File: src/rtl/wave_synth_if.sv
// Control and sample bus between the command decoder, the synth core and the DAC/plot consumers.
interface wave_synth_if;
  logic [6:0] frequency;
  logic [3:0] amplitude;
  logic [1:0] wave_type;
  logic [7:0] sample;
  logic       sample_valid;
  logic       cycle_start;

  modport master (
    output frequency, amplitude, wave_type,
    input  sample, sample_valid, cycle_start
  );

  modport slave (
    input  frequency, amplitude, wave_type,
    output sample, sample_valid, cycle_start
  );
endinterface

File: src/rtl/wave_synth_core.sv
// Phase-accumulator waveform synthesiser: prescaled tick, shape/scale pipeline, offset-binary samples.
// Settings are shadowed and only reloaded at a phase wrap so a period never changes shape mid-way.
module wave_synth_core #(
  parameter int unsigned ACC_W      = 32,
  parameter int unsigned SAMPLE_DIV = 50,
  parameter int unsigned INC_UNIT   = 42950
) (
  input  logic       clk,
  input  logic       rst,
  wave_synth_if.slave wave_io
);

  localparam int unsigned CNT_W = (SAMPLE_DIV > 1) ? $clog2(SAMPLE_DIV) : 1;
  localparam int unsigned P_W   = 8;
  localparam logic [ACC_W-1:0] INC_STEP = ACC_W'(INC_UNIT);

  // Quarter-wave table: round(127*sin(2*pi*i/256)), i = 0..63
  localparam logic [6:0] SINE_Q [64] = '{
    7'd0,   7'd3,   7'd6,   7'd9,   7'd12,  7'd16,  7'd19,  7'd22,
    7'd25,  7'd28,  7'd31,  7'd34,  7'd37,  7'd40,  7'd43,  7'd46,
    7'd49,  7'd51,  7'd54,  7'd57,  7'd60,  7'd63,  7'd65,  7'd68,
    7'd71,  7'd73,  7'd76,  7'd78,  7'd81,  7'd83,  7'd85,  7'd88,
    7'd90,  7'd92,  7'd94,  7'd96,  7'd98,  7'd100, 7'd102, 7'd104,
    7'd106, 7'd107, 7'd109, 7'd111, 7'd112, 7'd113, 7'd115, 7'd116,
    7'd117, 7'd118, 7'd120, 7'd121, 7'd122, 7'd122, 7'd123, 7'd124,
    7'd125, 7'd125, 7'd126, 7'd126, 7'd126, 7'd127, 7'd127, 7'd127
  };

  logic [CNT_W-1:0]  cnt_q, cnt_d;
  logic [ACC_W-1:0]  acc_q, acc_d;
  logic [6:0]        freq_q, freq_d;
  logic [3:0]        amp_q, amp_d;
  logic [1:0]        wave_q, wave_d;
  logic              v0_q, v0_d, wrap_q, wrap_d;
  logic signed [7:0] s1_q, s1_d;
  logic [3:0]        amp1_q, amp1_d;
  logic              v1_q, v1_d, wrap1_q, wrap1_d;
  logic signed [7:0] s2_q, s2_d;
  logic              v2_q, v2_d, wrap2_q, wrap2_d;
  logic [7:0]        sample_q, sample_d;
  logic              valid_q, valid_d, cstart_q, cstart_d;

  logic              tick_c;
  logic [ACC_W-1:0]  inc_c;
  logic [ACC_W:0]    sum_c;
  logic [P_W-1:0]    p_c;
  logic [5:0]        sidx_c;
  logic [7:0]        smag_c;
  logic signed [7:0] shape_c;
  logic signed [11:0] s_ext_c, amp_ext_c, prod_c;

  // Stage 0: prescaler, phase accumulator and wrap-synchronous shadow reload
  always_comb begin
    tick_c = (cnt_q == CNT_W'(SAMPLE_DIV - 1));
    cnt_d  = tick_c ? '0 : cnt_q + CNT_W'(1);
    inc_c  = ACC_W'(freq_q) * INC_STEP;
    sum_c  = {1'b0, acc_q} + {1'b0, inc_c};
    acc_d  = acc_q;
    freq_d = freq_q;
    amp_d  = amp_q;
    wave_d = wave_q;
    wrap_d = 1'b0;
    v0_d   = tick_c;
    if (tick_c) begin
      if (freq_q != '0) begin
        acc_d  = sum_c[ACC_W-1:0];
        wrap_d = sum_c[ACC_W];
      end
      // A stopped generator reloads every tick so a new frequency starts without a wrap
      if ((freq_q == '0) || sum_c[ACC_W]) begin
        freq_d = wave_io.frequency;
        amp_d  = wave_io.amplitude;
        wave_d = wave_io.wave_type;
      end
    end
  end

  // Stage 1: shape the top phase bits into a signed sample
  always_comb begin
    p_c     = acc_q[ACC_W-1 -: P_W];
    sidx_c  = p_c[6] ? ~p_c[5:0] : p_c[5:0];
    smag_c  = {1'b0, SINE_Q[sidx_c]};
    shape_c = '0;
    case (wave_q)
      2'd0: shape_c = p_c[7] ? 8'sh80 : 8'sh7F;
      2'd1: shape_c = p_c[7] ? (8'd127 - {p_c[6:0], 1'b0}) : ({p_c[6:0], 1'b0} - 8'd128);
      2'd2: shape_c = p_c ^ 8'h80;
      2'd3: shape_c = p_c[7] ? (8'd0 - smag_c) : smag_c;
      default: shape_c = '0;
    endcase
    s1_d    = v0_q ? shape_c : s1_q;
    amp1_d  = v0_q ? amp_q : amp1_q;
    wrap1_d = wrap_q;
    v1_d    = v0_q;
  end

  // Stage 2: gain scaling, floor division by 16
  always_comb begin
    s_ext_c   = 12'(s1_q);
    amp_ext_c = 12'(amp1_q);
    prod_c    = s_ext_c * amp_ext_c;
    s2_d      = v1_q ? 8'(prod_c >>> 4) : s2_q;
    wrap2_d   = wrap1_q;
    v2_d      = v1_q;
  end

  // Stage 3: offset-binary conversion (+128 is an MSB flip) and strobes
  always_comb begin
    sample_d = v2_q ? {~s2_q[7], s2_q[6:0]} : sample_q;
    valid_d  = v2_q;
    cstart_d = v2_q & wrap2_q;
  end

  always_ff @(posedge clk or posedge rst) begin
    if (rst) begin
      cnt_q    <= '0;
      acc_q    <= '0;
      freq_q   <= '0;
      amp_q    <= '0;
      wave_q   <= '0;
      v0_q     <= 1'b0;
      wrap_q   <= 1'b0;
      s1_q     <= '0;
      amp1_q   <= '0;
      v1_q     <= 1'b0;
      wrap1_q  <= 1'b0;
      s2_q     <= '0;
      v2_q     <= 1'b0;
      wrap2_q  <= 1'b0;
      sample_q <= 8'd128;
      valid_q  <= 1'b0;
      cstart_q <= 1'b0;
    end else begin
      cnt_q    <= cnt_d;
      acc_q    <= acc_d;
      freq_q   <= freq_d;
      amp_q    <= amp_d;
      wave_q   <= wave_d;
      v0_q     <= v0_d;
      wrap_q   <= wrap_d;
      s1_q     <= s1_d;
      amp1_q   <= amp1_d;
      v1_q     <= v1_d;
      wrap1_q  <= wrap1_d;
      s2_q     <= s2_d;
      v2_q     <= v2_d;
      wrap2_q  <= wrap2_d;
      sample_q <= sample_d;
      valid_q  <= valid_d;
      cstart_q <= cstart_d;
    end
  end

  assign wave_io.sample       = sample_q;
  assign wave_io.sample_valid = valid_q;
  assign wave_io.cycle_start  = cstart_q;

endmodule

File: src/flat_wrapper.sv
// flat-port wrapper written by rule: the top's interface ports become plain ports
module wave_synth_core_flat 
#(
  parameter int unsigned ACC_W      = 32,
  parameter int unsigned SAMPLE_DIV = 50,
  parameter int unsigned INC_UNIT   = 42950
)
  (clk, rst, wave_io_frequency, wave_io_amplitude, wave_io_wave_type, wave_io_sample, wave_io_sample_valid, wave_io_cycle_start);
  wave_synth_if wave_io_i ();
  input  logic clk;
  input  logic rst;
  input wire logic [$bits(wave_io_i.frequency)-1:0] wave_io_frequency;
  input wire logic [$bits(wave_io_i.amplitude)-1:0] wave_io_amplitude;
  input wire logic [$bits(wave_io_i.wave_type)-1:0] wave_io_wave_type;
  output wire logic [$bits(wave_io_i.sample)-1:0] wave_io_sample;
  output wire logic [$bits(wave_io_i.sample_valid)-1:0] wave_io_sample_valid;
  output wire logic [$bits(wave_io_i.cycle_start)-1:0] wave_io_cycle_start;
  assign wave_io_i.frequency = wave_io_frequency;
  assign wave_io_i.amplitude = wave_io_amplitude;
  assign wave_io_i.wave_type = wave_io_wave_type;
  assign wave_io_sample = wave_io_i.sample;
  assign wave_io_sample_valid = wave_io_i.sample_valid;
  assign wave_io_cycle_start = wave_io_i.cycle_start;
  wave_synth_core #(.ACC_W(ACC_W), .SAMPLE_DIV(SAMPLE_DIV), .INC_UNIT(INC_UNIT)) u_core (.clk(clk), .rst(rst), .wave_io(wave_io_i));
endmodule
File: config.mk
export PLATFORM = sky130hd
export DESIGN_NAME = wave_synth_core_flat
export DESIGN_NICKNAME = d
export VERILOG_FILES = /design/src/rtl/wave_synth_if.sv /design/src/rtl/wave_synth_core.sv /design/src/flat_wrapper.sv
export SDC_FILE = /design/constraint.sdc
export NUM_CORES = 1
export LEC_CHECK = 0
export BUFFER_PORTS_ARGS = -buffer_cell sky130_fd_sc_hd__buf_4
export CAP_MARGIN = 25
export CORE_MARGIN = 2
export CORE_UTILIZATION = 56
export DETAILED_ROUTE_END_ITERATION = 12
export GPL_ROUTABILITY_DRIVEN = 0
export PLACE_DENSITY = 0.75
export SLEW_MARGIN = 20
export SYNTH_ARGS = -nofsm -noshare
export SYNTH_HDL_FRONTEND = slang
export SYNTH_SLANG_ARGS = --single-unit
File: constraint.sdc
create_clock -name clk -period 17.6 [get_ports clk]
set_clock_uncertainty 0.15 [all_clocks]
set_input_delay 0.88 -clock clk [delete_from_list [all_inputs] [get_ports clk]]
set_output_delay 0.88 -clock clk [all_outputs]
set_load 0.03 [all_outputs]
# Word-level counts from Yosys, hierarchy flattened
# Memories as Yosys holds them, arrays and structs flattened.
# Cells that the tools add are included.
dict set report classes {
  add_sub_neg 5
  n_mul 2
  order_cmp 1
  eq_ne 4
  mux 10
  n_bitwise 5
  reduce_logical 6
}
# operator n
set ops {}
lappend ops {{adder 32 x 23 -> 33 bit} 1}
lappend ops {{case mux 8 bit (4 select lines)} 1}
lappend ops {{2-to-1 mux 8 bit} 3}
lappend ops {{multiplier 7 x 15 -> 22 bit, second input constant} 1}
lappend ops {{2-to-1 mux 7 bit} 2}
lappend ops {{multiplier 8 x 5 -> 12 bit} 1}
lappend ops {{2-to-1 mux 6 bit} 2}
lappend ops {{subtractor 1 x 7 -> 8 bit, first input constant} 1}
lappend ops {{subtractor 7 x 8 -> 8 bit, first input constant} 1}
lappend ops {{subtractor 8 bit, second input constant} 1}
lappend ops {{>= comparator 7 bit, second input constant} 1}
lappend ops {{zero test 7 bit} 1}
lappend ops {{NOT 6 -> 7 bit} 1}
lappend ops {{nonzero test 7 bit} 1}
lappend ops {{adder 6 x 1 -> 6 bit, second input constant} 1}
lappend ops {{equality test 6 bit, second input constant} 1}
lappend ops {{NOT 6 bit} 1}
lappend ops {{equality test 2 bit, second input constant} 2}
lappend ops {{AND reduction 2 bit} 2}
lappend ops {{equality test 2 x 1 -> 1 bit, second input constant} 1}
lappend ops {{zero test 2 bit} 1}
lappend ops {{2-to-1 mux 1 bit} 2}
lappend ops {{NOT 1 bit} 2}
lappend ops {{AND 1 bit} 1}
lappend ops {{logical OR 1 bit} 1}
dict set report word_totals {
  ff_bits 87
  rom_bits 448
  input_bits 15
  output_inout_bits 10
  word_cells 51
  n_memories 1
}
# memory depth word_bits rd rd_ports_with_merged_regs write_ports line
set memory_table {}
lappend memory_table {{(no name shown)} 64 7 1 0 0 wave_synth_core.sv:82} ;# smag_c = {1'b0, SINE_Q[sidx_c]};

# Logic depth before layout (Yosys ltp)
dict set report depth {
  depth_word 9
  ltp_mapped 24
  ltp_nobuf 23
}

# Least setup slack after synthesis
# No wires, ideal clock.
dict set report synth_path {
  path_kind {reg-to-reg}
  start {reg u_core.freq_q[4]}
  end {reg u_core.amp_q[0]}
  setup_ps 125
  arrival_ps 5933
  required_time_ps 17325
  path_slack_ps 11392
  path_stages_with_launch 24
  path_buffers 1
  period_less_slack_ps 6208
  cell_sequence {dfrtp_1 > inv_1 > fa_1 > fa_1 > inv_1 > fa_1 > ha_1 > ha_1 > and3_1 > and3_1 > o41ai_1 > o21bai_1 > a21oi_1 > xnor2_1 > ha_1 > a21oi_1 > o21bai_1 > a21oi_1 > o21ai_0 > a2111oi_1 > or3_4 > a21oi_4 > buf_12 > mux2_4}
}
dict set report synth_via {
  elab_chain_len 4
  elab_cells_between_ends 5
  cone_classes {add/sub: 1; mul: 1; reduce/logical: 3}
}
# element line
set synth_rtl {}
lappend synth_rtl {{start: declaration} wave_synth_core.sv:31} ;# logic [6:0] freq_q, freq_d;
lappend synth_rtl {{start signal: assignment} wave_synth_core.sv:136} ;# freq_q <= freq_d;
lappend synth_rtl {{multiplier 7 x 15 -> 22 bit} wave_synth_core.sv:56} ;# inc_c = ACC_W'(freq_q) * INC_STEP;
lappend synth_rtl {{adder 32 x 23 -> 33 bit} wave_synth_core.sv:57} ;# sum_c = {1'b0, acc_q} + {1'b0, inc_c};
lappend synth_rtl {{logical OR 1 bit (*)} wave_synth_core.sv:70} ;# if ((freq_q == '0) || sum_c[ACC_W]) begin
lappend synth_rtl {{AND reduction 2 bit (no line) (*)} n/a}
lappend synth_rtl {{end signal: assignment} wave_synth_core.sv:137} ;# amp_q <= amp_d;
lappend synth_rtl {{end: declaration} wave_synth_core.sv:32} ;# logic [3:0] amp_q, amp_d;
# Mark *: on every way between the ends. The rest lies on a longest branch, timed or not.
# A chain may end at the register's enable or synchronous reset.

# Worst setup path after layout
dict set report layout_path {
  start {reg u_core.freq_q[4]}
  end {reg u_core.amp_q[3]}
}
# The elaborated chain is that of the path after synthesis.

==> results.md <==
* CP startpoint kind: flip-flop
* Worst-skew pair later-pin latency at about 0.35 ns
* First drt pass iteration count at 5
* Grt ovf at 0
* Library cells used by synthesis at 81
* Initial Utilization at 0.5708
* Initial antenna violation count at 0
* Req. time, crit path at approximately 18 ns
* Fillers at around 1300
* Initial DRC count at between 400 and 500
* Final worst slack at 10.54 ns
* Vias per cell at roughly 5.8
* Reg2reg setup slack at approximately 11 ns
* Syn Area/Cell at about 9.1 um2
* CTS Hold Buffers Added at 0
* Final setup violation count at 0
* Max FO, Critical Path at 13
* Footprint of the multi-input gates at between 5000 and 6000 um2
* Final period demand of the worst path at 7.057 ns
* Worst Tran Pin Value at roughly 0.90 ns
* Die area at roughly 16000 um2
* Final #Nets at between 1000 and 1500
* Post-CTS setup buffer count at 0
* Worst slew margin at 0.4010
* Main synth FF type: dfrtp_1
* Num rows at 45
* Avg WL per Cell at between 15 and 20 um
* Commonest non-fill, non-tap cell in the layout: ha_1
* I/O pin count at 25
* Static leakage at approximately 0.0045 uW
* First-pass GRT wire length at 30.46 mm
* Syn nets at around 1100
* Final hold vios at 0
* VDD IR-drop max at 0.04172 mV
* Antenna diodes at 0
* Syn Inst Count at between 900 and 1000
* Root Buffer: clkbuf_16
* YS warnings at 0
* PD cells at between 40 and 50 nW/um2
* Dpl ws at between 10 and 15 ns
* Synth Cell Area at between 8000 and 9000 um2
* Final Cycle Share at 0.4010
* Crit path capture type: flip-flop
* DRC viols at 0
* Share of cells above drive strength 1 at 0.1081
* Port buffer count at 24
* Worst hold stages at 0
* Clock buffer depth at 2
* Clock-pin slew on the worst setup and hold paths at 0.07 ns
* CTS tree: done
* H-tree Lvls at 3
* Status: completed
* Core Footprint at 15090 um2
* Flops & latches, synth at 86
* Post_cts resized at 0
* Die width at 128.0 um
* GRT Total Usage at 0.2250
* Synth async-reset ratio at 1.000
* Worst R2R End: u_core.amp_q[3]
* FF+latch area at between 2000 and 2500 um2
* Finished Core Util at 0.6080
* Hold Crit Endpoint: u_core.wrap1_q
* Chip Height at 128.0 um
* Arrival time at the worst endpoint at approximately 7.1 ns
* Setup_tns at 0 ns
* Post-synth EDFFs at 0
* Max Transition Viols Final at 0
* Sequential element share of the synthesized area at 0.2500
* Unrepaired setup endpoints after global routing: false
* FMAX at approximately 140 MHz
* DRT antenna net count at 0
* Hold Startpoint: u_core.wrap1_d
* R2R depth at 22
* Layout area overhead at 6.508%
* MaxCap Viol Count at 0
* CTS Sinks at 86
* WL final at around 18 mm
* Worst R2R Start: u_core.freq_q[4]
* Overall via count from detail_route at between 6000 and 7000
* Largest net degree at the start of global routing at 74
* Most frequent cells in the layout: ha_1, inv_1, dfrtp_1
* Fin Hold WS at approximately 0.24 ns
* Hpwl dp at 13.08 mm
* Worst min path class: reg2reg
* CP Class: reg2reg
* Vias in the first global route at 6544
* TritonCTS buffer count at 9
-- per-layer routing --
metal	share of wire	global-route usage	wire length, um
met1	0.46	0.2898	8005
met3	0.022	0.03214	379
met4	0.015	0.06012	267
met5	0	0	0
met2	0.51	0.3973	8914
-- worst max-delay path by stage --
stage                           from          endpoint  slack (ns)  cells past startpoint
global placement    u_core.freq_q[4]   u_core.amp_q[3]       10.72                     22
finish              u_core.freq_q[4]   u_core.amp_q[3]       10.54                     22
floorplan           u_core.freq_q[4]   u_core.amp_q[0]       11.39                     23
global route        u_core.freq_q[4]   u_core.amp_q[3]       10.22                     22
CTS                 u_core.freq_q[4]   u_core.amp_q[3]       10.56                     22
detailed placement  u_core.freq_q[4]  u_core.wave_q[1]       10.63                     22
-- synth_stat cells, types with 10 or more instances --
cell / number / share of area
a21o_1: 12 / 0.010
nand2_1: 74 / 0.032
nand2b_1: 10 / 0.0073
inv_1: 93 / 0.041
nand3_1: 21 / 0.012
mux2_2: 30 / 0.039
o21ai_0: 55 / 0.032
nor2_1: 37 / 0.016
fa_1: 35 / 0.081
a21oi_1: 64 / 0.037
nor3_1: 21 / 0.012
ha_1: 108 / 0.16
buf_2: 16 / 0.0093
and2_1: 24 / 0.017
xor2_1: 23 / 0.023
xnor2_1: 46 / 0.047
clkbuf_1: 17 / 0.0074
a211oi_1: 10 / 0.0087
dfrtp_1: 85 / 0.25
-- final cells by class --
class | instances | share of cell area
clock buffer | 9 | 0.02455
multi-input combinational | 729 | 0.6454
inverter | 93 | 0.03819
clock inverter | 7 | 0.007774
sequential | 86 | 0.2347
tap | 188 | 0.02564
timing repair buffer | 29 | 0.02373
-- critical path: stages (launching register included) --
cell and delay (ns):
dfrtp_1 0.51, inv_1 0.18, fa_1 0.56, fa_1 0.56, inv_1 0.06, fa_1 0.47, ha_1 0.31, ha_1 0.36
and3_1 0.19, and3_1 0.19, o41ai_1 0.63, o21bai_1 0.11, a21oi_1 0.19, xnor2_1 0.08, ha_1 0.38, a21oi_1 0.09
o21bai_1 0.14, a21oi_1 0.10, o21ai_0 0.24, a2111oi_1 0.11, or3_4 0.43, a21oi_4 0.49, mux2_2 0.40
-- where the power goes --
group,internal (uW),switching (uW)
clock network,101,92.7
logic,2.16,4.42
registers,197,0
total,300,97.1
-- per-stage QoR --
stage,power (uW),instance area [um2],instances
CTS,402.0,9174,1141
finish,397.5,9174,1141
global placement,208.3,8877,1125
global route,409.9,9174,1141
detailed placement,208.3,8877,1125
floorplan,204.3,8613,947
-- cells by family after synthesis --
logic type	after synthesis	share of synthesized area
flops	86	0.2500
compound gates	225	0.1698
simple gates	243	0.1426
fa+ha+maj	144	0.2394
mux	48	0.06537
buf+inv	132	0.06261
xor+xnor	69	0.07016
-- flip-flops by register name, summed over array words and instances (netlist names) --
name / cells
u_core.acc_q: 31
u_core.s1_q: 8
u_core.s2_q: 8
u_core.wave_io.sample: 8
u_core.freq_q: 7
u_core.cnt_q: 6
u_core.amp1_q: 4
u_core.amp_q: 4
u_core.wave_q: 2
u_core.v0_q: 1
u_core.v1_q: 1
u_core.v2_q: 1
u_core.wave_io.cycle_start: 1
u_core.wave_io.sample_valid: 1
u_core.wrap1_d: 1
u_core.wrap1_q: 1
u_core.wrap2_q: 1
(Power assumes the default switching activity.)
